**config.mk**
```make
export PLATFORM = sky130hd
export DESIGN_NAME = parity_mem
export DESIGN_NICKNAME = d
export VERILOG_FILES = /design/src/rtl/parity_mem.sv
export SDC_FILE = /design/constraint.sdc
export NUM_CORES = 1
export LEC_CHECK = 0
export ABC_AREA = 1
export BUFFER_PORTS_ARGS = -buffer_cell sky130_fd_sc_hd__buf_2
export CORE_MARGIN = 5
export CORE_UTILIZATION = 50
export CTS_CLUSTER_DIAMETER = 80
export DETAILED_ROUTE_END_ITERATION = 10
export GPL_TIMING_DRIVEN = 0
export PLACE_DENSITY = 0.65
export SYNTH_ARGS = -nofsm -noshare
export SYNTH_HDL_FRONTEND = slang
export SYNTH_SLANG_ARGS = --single-unit
```
**constraint.sdc**
```tcl
create_clock -name clk_i -period 3.9 [get_ports clk_i]
set_clock_uncertainty 0.1 [all_clocks]
set_input_delay 0.78 -clock clk_i [delete_from_list [all_inputs] [get_ports clk_i]]
set_output_delay 0.78 -clock clk_i [all_outputs]
set_load 0.01 [all_outputs]
```
**src/rtl/parity_mem.sv**
```systemverilog
// parity_mem: small clocked memory that stores a parity bit with every word.
//
// Parity is generated on write and checked on every registered read. Error
// status comes out as a per-read flag, a sticky flag, the address of the
// first failing read since the last clear, and a saturating error counter.
// inj_err corrupts the stored parity on a write so the checker can be tested.
//
// Ports:
//   clk_i        clock, all state updates on the rising edge
//   rst_i        asynchronous active-high reset
//   wr_en_i      write strobe
//   wr_addr_i    write address
//   wr_data_i    write data
//   inj_err_i    invert the stored parity bit of this write
//   rd_en_i      read strobe
//   rd_addr_i    read address
//   clr_err_i    clear err_cnt_o / err_sticky_o / err_addr_o at the edge
//   rd_data_o    registered read data, held while no read is issued
//   rd_valid_o   one-cycle pulse, one cycle after rd_en_i
//   par_err_o    parity mismatch for the current rd_data_o (only with rd_valid_o)
//   err_sticky_o any parity error since the last clear
//   err_addr_o   address of the first error since the last clear
//   err_cnt_o    saturating parity error count
module parity_mem #(
  parameter int unsigned DATA_W = 8,
  parameter int unsigned ADDR_W = 3,
  parameter int unsigned ODD    = 0,
  parameter int unsigned CNT_W  = 4
) (
  input  logic              clk_i,
  input  logic              rst_i,
  input  logic              wr_en_i,
  input  logic [ADDR_W-1:0] wr_addr_i,
  input  logic [DATA_W-1:0] wr_data_i,
  input  logic              inj_err_i,
  input  logic              rd_en_i,
  input  logic [ADDR_W-1:0] rd_addr_i,
  input  logic              clr_err_i,
  output logic [DATA_W-1:0] rd_data_o,
  output logic              rd_valid_o,
  output logic              par_err_o,
  output logic              err_sticky_o,
  output logic [ADDR_W-1:0] err_addr_o,
  output logic [CNT_W-1:0]  err_cnt_o
);

  localparam int unsigned Depth = 1 << ADDR_W;
  // Parity of an all-zero word: 0 for even parity, 1 for odd parity.
  localparam logic ResetPar = (ODD != 0);
  localparam logic [CNT_W-1:0] CntMax = {CNT_W{1'b1}};

  function automatic logic gen_parity(input logic [DATA_W-1:0] data);
    return (ODD != 0) ? ~^data : ^data;
  endfunction

  // Storage: bit DATA_W is the parity bit, the rest is data.
  logic [DATA_W:0] mem_q [Depth];

  logic [DATA_W:0]   rd_word;
  logic              err_det;

  logic [DATA_W-1:0] rd_data_d, rd_data_q;
  logic              rd_valid_d, rd_valid_q;
  logic              par_err_d, par_err_q;
  logic              err_sticky_d, err_sticky_q;
  logic [ADDR_W-1:0] err_addr_d, err_addr_q;
  logic [CNT_W-1:0]  err_cnt_d, err_cnt_q;

  // Read sees the array before this edge's write lands: read-before-write.
  assign rd_word = mem_q[rd_addr_i];
  assign err_det = rd_en_i & (rd_word[DATA_W] != gen_parity(rd_word[DATA_W-1:0]));

  always_ff @(posedge clk_i or posedge rst_i) begin
    if (rst_i) begin
      for (int unsigned i = 0; i < Depth; i++) begin
        mem_q[i] <= {ResetPar, {DATA_W{1'b0}}};
      end
    end else if (wr_en_i) begin
      mem_q[wr_addr_i] <= {gen_parity(wr_data_i) ^ inj_err_i, wr_data_i};
    end
  end

  always_comb begin
    rd_valid_d = rd_en_i;
    par_err_d  = err_det;
    rd_data_d  = rd_data_q;
    if (rd_en_i) begin
      rd_data_d = rd_word[DATA_W-1:0];
    end
  end

  // A clear on the same edge as a detected error restarts bookkeeping with
  // that error as the first one.
  always_comb begin
    err_cnt_d    = err_cnt_q;
    err_sticky_d = err_sticky_q;
    err_addr_d   = err_addr_q;
    if (clr_err_i) begin
      err_cnt_d    = err_det ? CNT_W'(1) : '0;
      err_sticky_d = err_det;
      err_addr_d   = err_det ? rd_addr_i : '0;
    end else if (err_det) begin
      if (err_cnt_q != CntMax) begin
        err_cnt_d = err_cnt_q + CNT_W'(1);
      end
      err_sticky_d = 1'b1;
      if (!err_sticky_q) begin
        err_addr_d = rd_addr_i;
      end
    end
  end

  always_ff @(posedge clk_i or posedge rst_i) begin
    if (rst_i) begin
      rd_data_q    <= '0;
      rd_valid_q   <= 1'b0;
      par_err_q    <= 1'b0;
      err_sticky_q <= 1'b0;
      err_addr_q   <= '0;
      err_cnt_q    <= '0;
    end else begin
      rd_data_q    <= rd_data_d;
      rd_valid_q   <= rd_valid_d;
      par_err_q    <= par_err_d;
      err_sticky_q <= err_sticky_d;
      err_addr_q   <= err_addr_d;
      err_cnt_q    <= err_cnt_d;
    end
  end

  assign rd_data_o    = rd_data_q;
  assign rd_valid_o   = rd_valid_q;
  assign par_err_o    = par_err_q;
  assign err_sticky_o = err_sticky_q;
  assign err_addr_o   = err_addr_q;
  assign err_cnt_o    = err_cnt_q;

endmodule

```
==> results.txt <==
- Status: finished, final reports clean
- Worst min-delay path class: primary input to asynchronous set/reset pin
- The critical path is of the primary input to flop type.
* Final max-slew violation count: 0
* List of cells traversed by the critical path: buf_2 -> inv_2 -> buf_2 -> nand2_1 -> nand3_1 -> nand3_1 -> nand2_1 -> nand2_1 -> nand2_1 -> nand2_1 -> nand2_1 -> nand2_2 -> nand3_2 -> nand4_2 -> nand3_1 -> nand2_1
- P_leak: 2.85 nW
- On the critical path, the stage with the largest delay is an instance of sky130_fd_sc_hd__buf_2.
- FFs w/ async S/R, synth: 1.00
- Number of distinct library cell variants in the gate-level netlist after synthesis: 26
- First-pass iteration count of the detailed router: 7
- Final worst hold slack: 0.311 ns
- H-Tree Level Count: 3
- Placed wire-length estimate: 8.84 mm
- Routed metal-1 wire length: 5.83 mm
- Setup repair after global routing left no endpoint under its margin.
- Cell type group with the largest total delay on the critical path: simple AND/OR/NAND/NOR gates
* Hold Fails Final Rpt: 0
- Timing would allow up to 411 MHz.
- Final total negative setup slack: 0 ns
- Number of antenna diodes: 0
- Once placement finished, the instance area stood at 5010 um2.
- The share of the Yosys chip area taken by registers is 0.483.
- For this run the aggregate overflow at the end of global routing stands at 0.
- Growth of design area from synthesis to finish: 12.0%
- Post-synth top area cell: sky130_fd_sc_hd__dfrtp_1
- Post-synth top cells: sky130_fd_sc_hd__nand2_1, sky130_fd_sc_hd__dfrtp_1, sky130_fd_sc_hd__inv_1
- The worst setup path is launched from a primary input.
- Post-synthesis instance area: 4660 um2
* Post-synth net total: 650
- For this run, the number of Yosys warnings is 0.
- Quantity of hold-fixing buffers added after cts: 0
* RePlAce Congestion: 0.852
* Row cnt: 35
- Delay of the slowest cell on the worst path: 0.27 ns
- Yosys reg bits: 90
* Post-cts sizing count: 0
- Cell at the root of the clock tree: sky130_fd_sc_hd__clkbuf_8
- Entering global routing, the biggest net connects 58 pins.
- The first global-routing pass estimated 20.0 mm of wire.
* Flop-to-flop setup slack: 1.99 ns
* Buffers added on ports: 36
* Most area-consuming cells after synthesis: sky130_fd_sc_hd__dfrtp_1, sky130_fd_sc_hd__nand2_1, sky130_fd_sc_hd__o21ai_0
- Clock tree from TritonCTS: done
- Worst-margin pin slew: 1.25 ns
- Overall routing resource usage: 0.227
- Syn_area_per_cell: 7.41 um2
* Arr. time, crit path: 2.60 ns
- OpenSTA, run right after detailed placement, puts the worst setup slack at 1.09 ns.
* DR DRC count: 0
- Routed length on met2: 5.39 mm
- STA puts the critical path data required time at 4.07 ns.
* Setup bufs post-CTS: 0
* Crit path buffers/inverters: 3
* Final core utilization: 0.571
- Post-DRT Antenna Nets: 0
- Dominant cell by count in the synthesized netlist: sky130_fd_sc_hd__nand2_1
* Share of final-layout standard cells stronger than drive strength 1: 0.126
- Reg-to-Reg Start: mem_q[19]$_DFFE_PP0P_
- For this configuration, the core starts out at a cell density of 0.510.
- After detailed routing, no signal wire sits above met4.
* Prevailing post-synth register cell: sky130_fd_sc_hd__dfrtp_1
- Antenna violations before repair: 0
- Measured against its own limit, the worst slew margin works out to 0.162.
- Number of instances in the synthesized netlist: 629
- I/O pin count: 38
- Maximum capacitance violations: 0
- Detailed routing placed a total of 765 um of wire on met3.
- Final period util: 0.623
* Number of synthesized flops with an enable pin: 0
- Die width: 107 um
- Total number of nets in the final design: 698
- In this run the worst path has a maximum fanout of 10.
- DRT iter0 DRCs: 270
* Detailed-route via count: 4171
- Ratio of total power to cell area: 485 nW/um2
- Counting every sink on the clock net gives 90.
- The share of synthesized area in the top cell type comes to 0.483.
* Final setup slack of the worst path: 1.47 ns
- The floorplan step set the die height to 107 um.
* Total setup violations reported at the end of the flow: 0
- The total area inside the core boundary comes to 9150 um2.
* Clock buffers created by TritonCTS: 9
* Maximum vdd ir drop: 0.000277 V
- Clock-pin slew was measured on the worst setup and hold paths at 0.09 ns.
* Post-route standard cell area excluding fillers: 5220 um2
* Area of the die: 11400 um2
- Most common cell on crit path: sky130_fd_sc_hd__nand2_1
* CTS Buffer Depth: 2
* Routed via count divided by cell count: 5.26
* Filler Cells Inserted: 872
- Worst setup path start: rd_addr_i[0]
* Clk Latency, worst-skew pair: 0.37 ns
- Final critical-path required period: 2.43 ns
* Total wire length: 12.2 mm
- Via count of the first global-routing pass: 3835
* Post-detailed-route wirelength per cell: 15.4 um
- STA classifies the critical path endpoint as a flop.
## kinds of logic after synthesis
| logic type | Yosys count | share of synthesized area |
|---|---|---|
| xor gates and xnor gates | 10 | 0.0188 |
| DFF | 90 | 0.483 |
| AOI/OAI and AO/OA | 87 | 0.0939 |
| and+or+nand+nor | 336 | 0.305 |
| adders and majority gates | 1 | 0.00268 |
| buffers and inverters | 105 | 0.0971 |
## flip-flops by register name (all words and copies together) (netlist names)
| signal | count |
|---|---|
| mem_q | 72 |
| rd_data_o | 8 |
| err_cnt_o | 4 |
| err_addr_o | 3 |
| err_sticky_o | 1 |
| par_err_o | 1 |
| rd_valid_o | 1 |
## worst paths after layout
kind	to	cells past startpoint
setup / recovery	err_cnt_o[2]$_DFFE_PP0P_	16
hold / removal	mem_q[7]$_DFFE_PP0P_	2
setup reg to reg	err_cnt_o[2]$_DFFE_PP0P_	14
hold reg to reg	mem_q[62]$_DFFE_PP0P_	2
max in group asynchronous	mem_q[59]$_DFFE_PP0P_	3
min in group clk_i	mem_q[62]$_DFFE_PP0P_	2
## through the flow
step	cells	power (W)
4_1_cts	793	0.00255
5_1_grt	793	0.00270
6_report	793	0.00253
2_1_floorplan	629	0.00167
3_5_place_dp	777	0.00187
3_3_place_gp	776	0.00185
## cell usage in the layout (no fill, tap or decap), drive strengths merged
master      n
bufinv      1
buf        52
o22ai       2
xor2        3
nor3        1
nand2     251
dfrtp      90
inv        82
nor2       20
nand4       3
o21ai      76
clkinvlp    1
clkinv      2
a21oi       9
nand3      61
ha          1
xnor2       7
clkbuf     20
## where the power goes
| group | switching (W) | leakage, nW | internal (W) | total, W |
|---|---|---|---|---|
| sequential | 0.000104 | 1.12 | 0.00112 | 0.00122 |
| combinational | 0.000405 | 1.62 | 0.000230 | 0.000635 |
| clock | 0.000341 | 0.106 | 0.000334 | 0.000674 |
## metal layers
layer,track usage,vias to the layer above
li1,-,2051
met1,0.333,1954
met2,0.351,147
met3,0.0307,19
met4,0.0731,0
met5,0,-
## layout make-up
cell class              instances  area, um2  share of cell area
multi-input cells             434       1960               0.375
inverters                      81        307              0.0587
clock buffers                  11        151              0.0290
clock inverters                 5       60.1              0.0115
plain buffers                  24        149              0.0285
flip-flops and latches         90       2250               0.431
repair buffers                 37        208              0.0398
well taps                     111        139              0.0266
## worst register-to-register path, delay by kind of cell (launching register included)
kind / cells / cell delay (ns)
buffers and inverters: 1 / 0.05
AND/OR/NAND/NOR: 13 / 1.28
flip-flops: 1 / 0.39
No activity file was read; power rests on OpenSTA's default activity.
